[config.mk]
export PLATFORM = sky130hd
export DESIGN_NAME = corr_frame_sequencer
export DESIGN_NICKNAME = d
export VERILOG_FILES = /design/src/rtl/corr_pkg.sv /design/src/rtl/corr_tx_skid.sv /design/src/rtl/corr_frame_sequencer.sv
export SDC_FILE = /design/constraint.sdc
export NUM_CORES = 1
export LEC_CHECK = 0
export CORE_MARGIN = 4
export CORE_UTILIZATION = 25
export CTS_BUF_LIST = sky130_fd_sc_hd__clkbuf_2 sky130_fd_sc_hd__clkbuf_4 sky130_fd_sc_hd__clkbuf_8
export DETAILED_ROUTE_END_ITERATION = 12
export PLACE_DENSITY = 0.45
export SETUP_SLACK_MARGIN = 0.5
export SKIP_LAST_GASP = 1
export SYNTH_ARGS = -nofsm -noshare
export SYNTH_HDL_FRONTEND = slang
export SYNTH_HIERARCHICAL = 1
export SYNTH_SLANG_ARGS = --single-unit
[constraint.sdc]
create_clock -name clk -period 2.7 [get_ports clk]
set_clock_uncertainty 0.15 [all_clocks]
set_input_delay 0.54 -clock clk [delete_from_list [all_inputs] [get_ports clk]]
set_output_delay 0.54 -clock clk [all_outputs]
set_load 0.01 [all_outputs]
[src/rtl/corr_pkg.sv]
// corr_pkg: definitions shared by the correlator readout path.
//   state_t               - readout sequencer states
//   SYNC_BYTE, HDR_BYTES  - frame header constants (the frame opens with the sync byte)
//   calc_num_words()      - counter words per frame: all baselines times lags, plus autos
//   calc_bytes_per_word() - bytes needed to carry one counter word
package corr_pkg;

  typedef enum logic [2:0] {
    ST_IDLE,
    ST_HDR,
    ST_RD_REQ,
    ST_RD_WAIT,
    ST_BYTE,
    ST_CSUM
  } state_t;

  localparam logic [7:0] SYNC_BYTE = 8'h00;
  localparam int         HDR_BYTES = 4;

  function automatic int calc_num_words(input int num_inputs, input int delay_lines);
    return num_inputs * (num_inputs - 1) / 2 * delay_lines + num_inputs;
  endfunction

  function automatic int calc_bytes_per_word(input int resolution);
    return (resolution + 7) / 8;
  endfunction

endpackage

[src/rtl/corr_tx_skid.sv]
// corr_tx_skid: one-entry output register towards the UART transmitter.
//   clk, reset_correlator - clock, asynchronous active-high reset
//   load, load_data       - present a new byte (only when empty or transferring)
//   clear_sum             - zero the running frame sum (frame start)
//   tx_ready              - UART accepts the presented byte
//   tx_data, tx_valid     - registered byte and valid flag
//   fire                  - a byte transfers this cycle
//   checksum              - value that closes the frame if the byte transferring
//                           now is the last payload byte
module corr_tx_skid (
  input  logic       clk,
  input  logic       reset_correlator,
  input  logic       load,
  input  logic [7:0] load_data,
  input  logic       clear_sum,
  input  logic       tx_ready,
  output logic [7:0] tx_data,
  output logic       tx_valid,
  output logic       fire,
  output logic [7:0] checksum
);

  logic [7:0] data_reg;
  logic       valid_reg;
  logic [7:0] sum_reg;
  logic [7:0] total;

  assign fire     = valid_reg && tx_ready;
  assign tx_data  = data_reg;
  assign tx_valid = valid_reg;

  // The sum register lags one transfer behind, so fold in the byte leaving now.
  assign total    = sum_reg + data_reg;
  assign checksum = ~total + 8'd1;

  always_ff @(posedge clk or posedge reset_correlator) begin
    if (reset_correlator) begin
      data_reg  <= 8'h00;
      valid_reg <= 1'b0;
      sum_reg   <= 8'h00;
    end else begin
      if (load) begin
        data_reg  <= load_data;
        valid_reg <= 1'b1;
      end else if (fire) begin
        valid_reg <= 1'b0;
      end
      if (clear_sum) begin
        sum_reg <= 8'h00;
      end else if (fire) begin
        sum_reg <= sum_reg + data_reg;
      end
    end
  end

endmodule

[src/rtl/corr_frame_sequencer.sv]
// corr_frame_sequencer: walks the correlator counter bank after each integration
// and streams header, payload words (little-endian) and checksum to the UART.
//   clk, reset_correlator     - clock, asynchronous active-high reset
//   frame_start               - end-of-integration pulse
//   transmit_enable           - frame permitted, sampled with frame_start
//   rd_en, rd_addr, rd_data   - counter bank read port (data one cycle after rd_en)
//   tx_data, tx_valid, tx_ready - byte handshake to the UART
//   busy                      - frame in progress
//   frame_done                - pulse the cycle after the checksum transfer
//   overrun_count             - frame_start pulses dropped while busy (saturating)
module corr_frame_sequencer
  import corr_pkg::*;
#(
  parameter  int RESOLUTION     = 8,
  parameter  int DELAY_LINES    = 51,
  parameter  int NUM_INPUTS     = 8,
  localparam int NUM_WORDS      = calc_num_words(NUM_INPUTS, DELAY_LINES),
  localparam int BYTES_PER_WORD = calc_bytes_per_word(RESOLUTION),
  localparam int ADDR_W         = (NUM_WORDS > 1) ? $clog2(NUM_WORDS) : 1
) (
  input  logic                  clk,
  input  logic                  reset_correlator,
  input  logic                  frame_start,
  input  logic                  transmit_enable,
  output logic                  rd_en,
  output logic [ADDR_W-1:0]     rd_addr,
  input  logic [RESOLUTION-1:0] rd_data,
  output logic [7:0]            tx_data,
  output logic                  tx_valid,
  input  logic                  tx_ready,
  output logic                  busy,
  output logic                  frame_done,
  output logic [7:0]            overrun_count
);

  localparam int                WORD_W    = BYTES_PER_WORD * 8;
  localparam logic [ADDR_W-1:0] LAST_ADDR = ADDR_W'(NUM_WORDS - 1);
  localparam logic [2:0]        BPW       = 3'(BYTES_PER_WORD);

  state_t              state_reg, state_next;
  logic [ADDR_W-1:0]   index_reg, index_next;
  logic [2:0]          hdr_cnt_reg, hdr_cnt_next;
  logic [2:0]          byte_cnt_reg, byte_cnt_next;
  logic [WORD_W-1:0]   word_reg, word_next;
  logic [7:0]          overrun_reg, overrun_next;
  logic                frame_done_reg, frame_done_next;

  logic                load;
  logic [7:0]          load_data;
  logic                clear_sum;
  logic                fire;
  logic [7:0]          checksum;
  logic [WORD_W-1:0]   rd_word_ext;

  assign rd_word_ext = WORD_W'(rd_data);

  function automatic logic [7:0] header_byte(input logic [2:0] idx);
    case (idx)
      3'd0:    return SYNC_BYTE;
      3'd1:    return 8'(DELAY_LINES);
      3'd2:    return 8'(NUM_INPUTS);
      default: return 8'(RESOLUTION);
    endcase
  endfunction

  corr_tx_skid u_tx_skid (
    .clk              (clk),
    .reset_correlator (reset_correlator),
    .load             (load),
    .load_data        (load_data),
    .clear_sum        (clear_sum),
    .tx_ready         (tx_ready),
    .tx_data          (tx_data),
    .tx_valid         (tx_valid),
    .fire             (fire),
    .checksum         (checksum)
  );

  always_ff @(posedge clk or posedge reset_correlator) begin
    if (reset_correlator) begin
      state_reg      <= ST_IDLE;
      index_reg      <= '0;
      hdr_cnt_reg    <= 3'd0;
      byte_cnt_reg   <= 3'd0;
      word_reg       <= '0;
      overrun_reg    <= 8'h00;
      frame_done_reg <= 1'b0;
    end else begin
      state_reg      <= state_next;
      index_reg      <= index_next;
      hdr_cnt_reg    <= hdr_cnt_next;
      byte_cnt_reg   <= byte_cnt_next;
      word_reg       <= word_next;
      overrun_reg    <= overrun_next;
      frame_done_reg <= frame_done_next;
    end
  end

  // hdr_cnt and byte_cnt count bytes already loaded into the output register,
  // so each accepted byte either loads the next one or ends the phase.
  always_comb begin
    state_next      = state_reg;
    index_next      = index_reg;
    hdr_cnt_next    = hdr_cnt_reg;
    byte_cnt_next   = byte_cnt_reg;
    word_next       = word_reg;
    overrun_next    = overrun_reg;
    frame_done_next = 1'b0;
    load            = 1'b0;
    load_data       = 8'h00;
    clear_sum       = 1'b0;

    if (frame_start && (state_reg != ST_IDLE) && (overrun_reg != 8'hFF)) begin
      overrun_next = overrun_reg + 8'd1;
    end

    case (state_reg)
      ST_IDLE: begin
        if (frame_start && transmit_enable) begin
          load         = 1'b1;
          load_data    = SYNC_BYTE;
          clear_sum    = 1'b1;
          hdr_cnt_next = 3'd1;
          index_next   = '0;
          state_next   = ST_HDR;
        end
      end
      ST_HDR: begin
        if (fire) begin
          if (hdr_cnt_reg == 3'(HDR_BYTES)) begin
            state_next = ST_RD_REQ;
          end else begin
            load         = 1'b1;
            load_data    = header_byte(hdr_cnt_reg);
            hdr_cnt_next = hdr_cnt_reg + 3'd1;
          end
        end
      end
      ST_RD_REQ: begin
        state_next = ST_RD_WAIT;
      end
      ST_RD_WAIT: begin
        // The output register is empty here, so the low byte goes straight out
        // and the shift register keeps the rest; this holds the word gap to
        // exactly the two read cycles.
        load          = 1'b1;
        load_data     = rd_word_ext[7:0];
        word_next     = rd_word_ext >> 8;
        byte_cnt_next = 3'd1;
        state_next    = ST_BYTE;
      end
      ST_BYTE: begin
        if (fire) begin
          if (byte_cnt_reg != BPW) begin
            load          = 1'b1;
            load_data     = word_reg[7:0];
            word_next     = word_reg >> 8;
            byte_cnt_next = byte_cnt_reg + 3'd1;
          end else if (index_reg == LAST_ADDR) begin
            load       = 1'b1;
            load_data  = checksum;
            state_next = ST_CSUM;
          end else begin
            index_next = index_reg + ADDR_W'(1);
            state_next = ST_RD_REQ;
          end
        end
      end
      ST_CSUM: begin
        if (fire) begin
          frame_done_next = 1'b1;
          index_next      = '0;
          state_next      = ST_IDLE;
        end
      end
      default: state_next = ST_IDLE;
    endcase
  end

  assign rd_en         = (state_reg == ST_RD_REQ);
  assign rd_addr       = index_reg;
  assign busy          = (state_reg != ST_IDLE);
  assign frame_done    = frame_done_reg;
  assign overrun_count = overrun_reg;

endmodule

==> results_tabular.tex <==
\begin{tabular}{lr}
\hline
Metric & Value \\
\hline
\multicolumn{2}{l}{\textbf{Worst setup path}} \\
\quad Cell depth of the worst flop-to-flop path & 11 \\
\quad Destination of the worst register-to-register timing path & u\_tx\_skid/tx\_data[7] \\
\quad Startpoint class of the critical path & flop \\
\quad Data required, critical path & 2.73 ns \\
\quad Endpoint arrival time on the critical path & 2.64 ns \\
\quad Worst setup path start & u\_tx\_skid/tx\_data[0] \\
\quad CP endpoint kind & flop \\
\quad Category of the most critical setup path & reg -> reg \\
\quad Largest fanout on the critical path & 3 \\
\quad Worst setup endpoint & u\_tx\_skid/tx\_data[7] \\
\quad Worst setup slack for register-to-register paths & 0.09 ns \\
\quad R2R Path Start & u\_tx\_skid/tx\_data[0] \\
\multicolumn{2}{l}{\textbf{Synthesis}} \\
\quad Average size of a mapped cell & 9.92 um\^{}2 \\
\quad Area share of the leading cell type in the synthesized netlist & 0.379 \\
\quad Cell type with the largest total area after synthesis & sky130\_fd\_sc\_hd\_\_dfrtp\_1 \\
\quad Syn\_nets & 335 \\
\quad Primary flip-flop cell chosen by synthesis mapping & sky130\_fd\_sc\_hd\_\_dfrtp\_1 \\
\quad Yosys Warn Count & 6 \\
\quad Largest cells by area after synthesis & sky130\_fd\_sc\_hd\_\_dfrtp\_1 38\%, sky130\_fd\_sc\_hd\_\_ha\_1 6.2\%, sky130\_fd\_sc\_hd\_\_xor2\_1 3.5\% \\
\quad Synth cell types & 69 \\
\quad Yosys reg bits & 46 \\
\quad Portion of the post-synthesis area used by sequential elements & 0.379 \\
\quad Fraction of registers with async set/reset & 1.00 \\
\quad Post-synth EDFFs & 0 \\
\quad Post-synthesis cell count & 306 \\
\quad Cell area after synthesis & 0.00303 mm\^{}2 \\
\multicolumn{2}{l}{\textbf{STA}} \\
\quad RSZ-0062 raised after global routing & yes \\
\quad Relative slew slack & 0.558 \\
\quad Total setup violations reported at the end of the flow & 0 \\
\quad Number of max-slew violations in the final report & 0 \\
\quad Setup\_tns & 0 ns \\
\quad Maximum achievable frequency & 0.383 GHz \\
\quad Final worst path period need & 2.61 ns \\
\quad Final period utilization & 0.968 \\
\quad Measured slew at the worst slew-check pin & 0.662 ns \\
\quad Hold Fails Final Rpt & 0 \\
\multicolumn{2}{l}{\textbf{Place}} \\
\quad Number of port buffers & 43 \\
\quad Weighted congestion at the end of routability-driven global placement & 0.785 \\
\quad Cell Area, Placed & 0.00377 mm\^{}2 \\
\quad Final HPWL from detailed placement & 5910 um \\
\multicolumn{2}{l}{\textbf{Clock tree}} \\
\quad Max Root-Sink Buffers & 2 \\
\quad \# H-tree levels & 2 \\
\quad Number of clock sinks seen by CTS & 46 \\
\quad Root buffer cell & sky130\_fd\_sc\_hd\_\_clkbuf\_8 \\
\quad Clk Latency, worst-skew pair & 0.30 ns \\
\quad Clock transition at the registers of the reported paths & 0.08 ns \\
\quad Number of clock buffers inserted by TritonCTS & 5 \\
\quad TritonCTS clock tree & done \\
\multicolumn{2}{l}{\textbf{Final layout}} \\
\quad Post-layout util & 0.344 \\
\quad Antenna fix cells & 0 \\
\quad Layout area overhead & 32.1\% \\
\quad Number of nets in the final layout & 401 \\
\quad Fill cell total of the finished layout & 1175 \\
\quad Max reg flops & 11 \\
\quad Total area of sequential cells & 0.00115 mm\^{}2 \\
\quad Area used by multi-input combinational logic & 0.00190 mm\^{}2 \\
\quad Non-Filler Cell Area, Final & 0.00401 mm\^{}2 \\
\quad Layout cell share with drive strength beyond 1 & 0.231 \\
\multicolumn{2}{l}{\textbf{Floorplan}} \\
\quad Core Region & 0.0117 mm\^{}2 \\
\quad \# rows & 39 \\
\quad Number of placed I/O pins & 44 \\
\quad Die boundary width & 118 um \\
\quad Die area & 0.0140 mm\^{}2 \\
\quad Initial cell density of the core & 0.260 \\
\quad Height of the die & 118 um \\
\multicolumn{2}{l}{\textbf{Route}} \\
\quad Total routed wirelength & 7840 um \\
\quad Drc violations & 0 \\
\quad First-pass detailed-route iteration total & 4 \\
\quad Overall via count from detail\_route & 2478 \\
\quad Final ANT Viol Nets & 0 \\
\quad Initial DRC Count & 138 \\
\quad Vias/cell & 4.81 \\
\quad DR WL/cell & 15.2 um \\
\multicolumn{2}{l}{\textbf{Global route}} \\
\quad Global-route wire length before repair & 13600 um \\
\quad Vias in the first global route & 2657 \\
\quad Maximum number of pins on one net before global-route repair & 30 \\
\quad Number of antenna violations at the first check in global routing & 0 \\
\quad Combined global-route utilization of all metal layers & 0.118 \\
\quad Grt total ovfl & 0 \\
\multicolumn{2}{l}{\textbf{Hold path}} \\
\quad Hold/Removal Path Class & reg -> reg \\
\quad Hold Path Stages & 1 \\
\multicolumn{2}{l}{\textbf{Power}} \\
\quad Leakage Power & 1.72 nW \\
\quad Largest vdd supply drop & 173 uV \\
\quad Power Dens Cells & 366 mW/mm\^{}2 \\
\multicolumn{2}{l}{\textbf{Status}} \\
\quad Outcome & finished clean \\
\multicolumn{2}{l}{\textbf{Run}} \\
\quad Number of maximum-capacitance constraint violations & 0 \\
\hline
\end{tabular}
## layer usage
layer / wire (um) / GRT usage / share of wire
met1: 3890 / 0.162 / 0.50
met2: 3570 / 0.189 / 0.46
met3: 272 / 0.0267 / 0.035
met4: 108 / 0.0322 / 0.014
met5: 0 / 0 / 0
## worst min-delay path by stage
stage / startpoint / endpoint / slack [ns]
3_3_place_gp: overrun_count[7] / overrun_count[7] / 0.35
6_report: overrun_count[6] / overrun_count[6] / 0.35
3_5_place_dp: overrun_count[6] / overrun_count[6] / 0.34
4_1_cts: overrun_count[6] / overrun_count[6] / 0.36
5_1_grt: overrun_count[6] / overrun_count[6] / 0.38
2_1_floorplan: reset_correlator / u_tx_skid/sum_reg[0] / 0.32
## where the power goes
part           internal [mW]  total (mW)  switching, mW
clock network          0.174       0.404          0.230
registers              0.738       0.807         0.0681
logic                  0.148       0.256          0.107
total                   1.06        1.47          0.405
## through the flow
| step | cells | setup slack (ns) | power (mW) | hold slack (ns) |
|---|---|---|---|---|
| 2_1_floorplan | 306 | 0.117 | 0.924 | 0.316 |
| 3_3_place_gp | 500 | 0.0365 | 1.08 | 0.351 |
| 3_5_place_dp | 500 | 0.0377 | 1.08 | 0.337 |
| 4_1_cts | 514 | 0.0703 | 1.50 | 0.356 |
| 5_1_grt | 515 | -0.0405 | 1.56 | 0.378 |
| 6_report | 515 | 0.0856 | 1.47 | 0.354 |
## what timing repair did
| item | 4_1_cts | 5_1_grt |
|---|---|---|
| pin swaps | 6 | 4 |
| gates resized for setup | 16 | 8 |
| hold buffers | 0 | 0 |
| setup buffers | 7 | 1 |
| setup endpoints to repair | 18 | 17 |
| gates cloned | 0 | 0 |
## logic make-up (layout without fill, tap and decap cells)
logic type / count (synthesis) / after routing / synth area share
simple gates: 116 / 116 / 0.224
compound gates: 71 / 71 / 0.184
flops: 46 / 46 / 0.379
buf+inv: 26 / 92 / 0.0388
xor+xnor: 19 / 19 / 0.0623
fa+ha+maj: 16 / 16 / 0.0685
mux: 12 / 12 / 0.0437
## Yosys cell counts (all sizes together) (8+ instances only)
cell / number
inv: 15
ha: 15
a21oi: 19
nand2b: 8
o21ai: 10
mux2: 10
nand2: 21
nand3: 15
o31ai: 10
buf: 9
xor2: 12
dfrtp: 46
nor2: 21
nor3: 8
## worst max-delay path: stages (launching register included)
cell and delay (ns):
sky130_fd_sc_hd__dfrtp_1 0.36, sky130_fd_sc_hd__ha_2 0.19, sky130_fd_sc_hd__inv_2 0.04, sky130_fd_sc_hd__fa_2 0.34
sky130_fd_sc_hd__and2b_4 0.28, sky130_fd_sc_hd__o21ai_4 0.06, sky130_fd_sc_hd__xnor2_2 0.15, sky130_fd_sc_hd__nor3_2 0.18
sky130_fd_sc_hd__nand3b_1 0.14, sky130_fd_sc_hd__xnor2_1 0.14, sky130_fd_sc_hd__a22o_1 0.20, sky130_fd_sc_hd__mux2_2 0.26
## cell usage in the layout, fill, tap and decap left out, types with 3 or more instances in the layout
cell,netlist,final
sky130_fd_sc_hd__dfrtp_1,46,43
sky130_fd_sc_hd__clkdlybuf4s50_1,0,40
sky130_fd_sc_hd__buf_4,4,24
sky130_fd_sc_hd__nor2_1,20,20
sky130_fd_sc_hd__nand2_1,21,20
sky130_fd_sc_hd__a21oi_1,17,16
sky130_fd_sc_hd__nand3_1,15,15
sky130_fd_sc_hd__inv_1,14,13
sky130_fd_sc_hd__xor2_1,12,12
sky130_fd_sc_hd__ha_1,15,10
sky130_fd_sc_hd__o31ai_1,10,9
sky130_fd_sc_hd__nand2b_1,8,8
sky130_fd_sc_hd__or4_1,7,7
sky130_fd_sc_hd__mux2_2,9,7
sky130_fd_sc_hd__o21ai_1,6,5
sky130_fd_sc_hd__nand3b_1,5,5
sky130_fd_sc_hd__a221o_1,5,5
sky130_fd_sc_hd__clkbuf_8,0,5
sky130_fd_sc_hd__nand4_1,4,4
sky130_fd_sc_hd__nor3_1,5,4
sky130_fd_sc_hd__o211ai_1,4,4
sky130_fd_sc_hd__a22o_1,4,4
sky130_fd_sc_hd__nor2b_1,5,4
sky130_fd_sc_hd__a21o_1,4,4
sky130_fd_sc_hd__and3_1,3,3
sky130_fd_sc_hd__nor3_2,3,3
sky130_fd_sc_hd__o21ai_0,3,3
sky130_fd_sc_hd__xnor2_1,4,3
sky130_fd_sc_hd__dlygate4sd2_1,0,3
sky130_fd_sc_hd__dfrtp_2,0,3
sky130_fd_sc_hd__xnor2_2,3,3
sky130_fd_sc_hd__ha_2,0,3
## final cells by class
type / instances / share of cell area
Clock buffer: 5 / 0.0172
Clock inverter: 2 / 0.00250
Inverter: 16 / 0.0162
Multi-Input combinational cell: 234 / 0.474
Sequential cell: 46 / 0.288
Tap cell: 143 / 0.0446
Timing Repair Buffer: 69 / 0.157
Note: power is estimated with default switching activity, not from simulation.
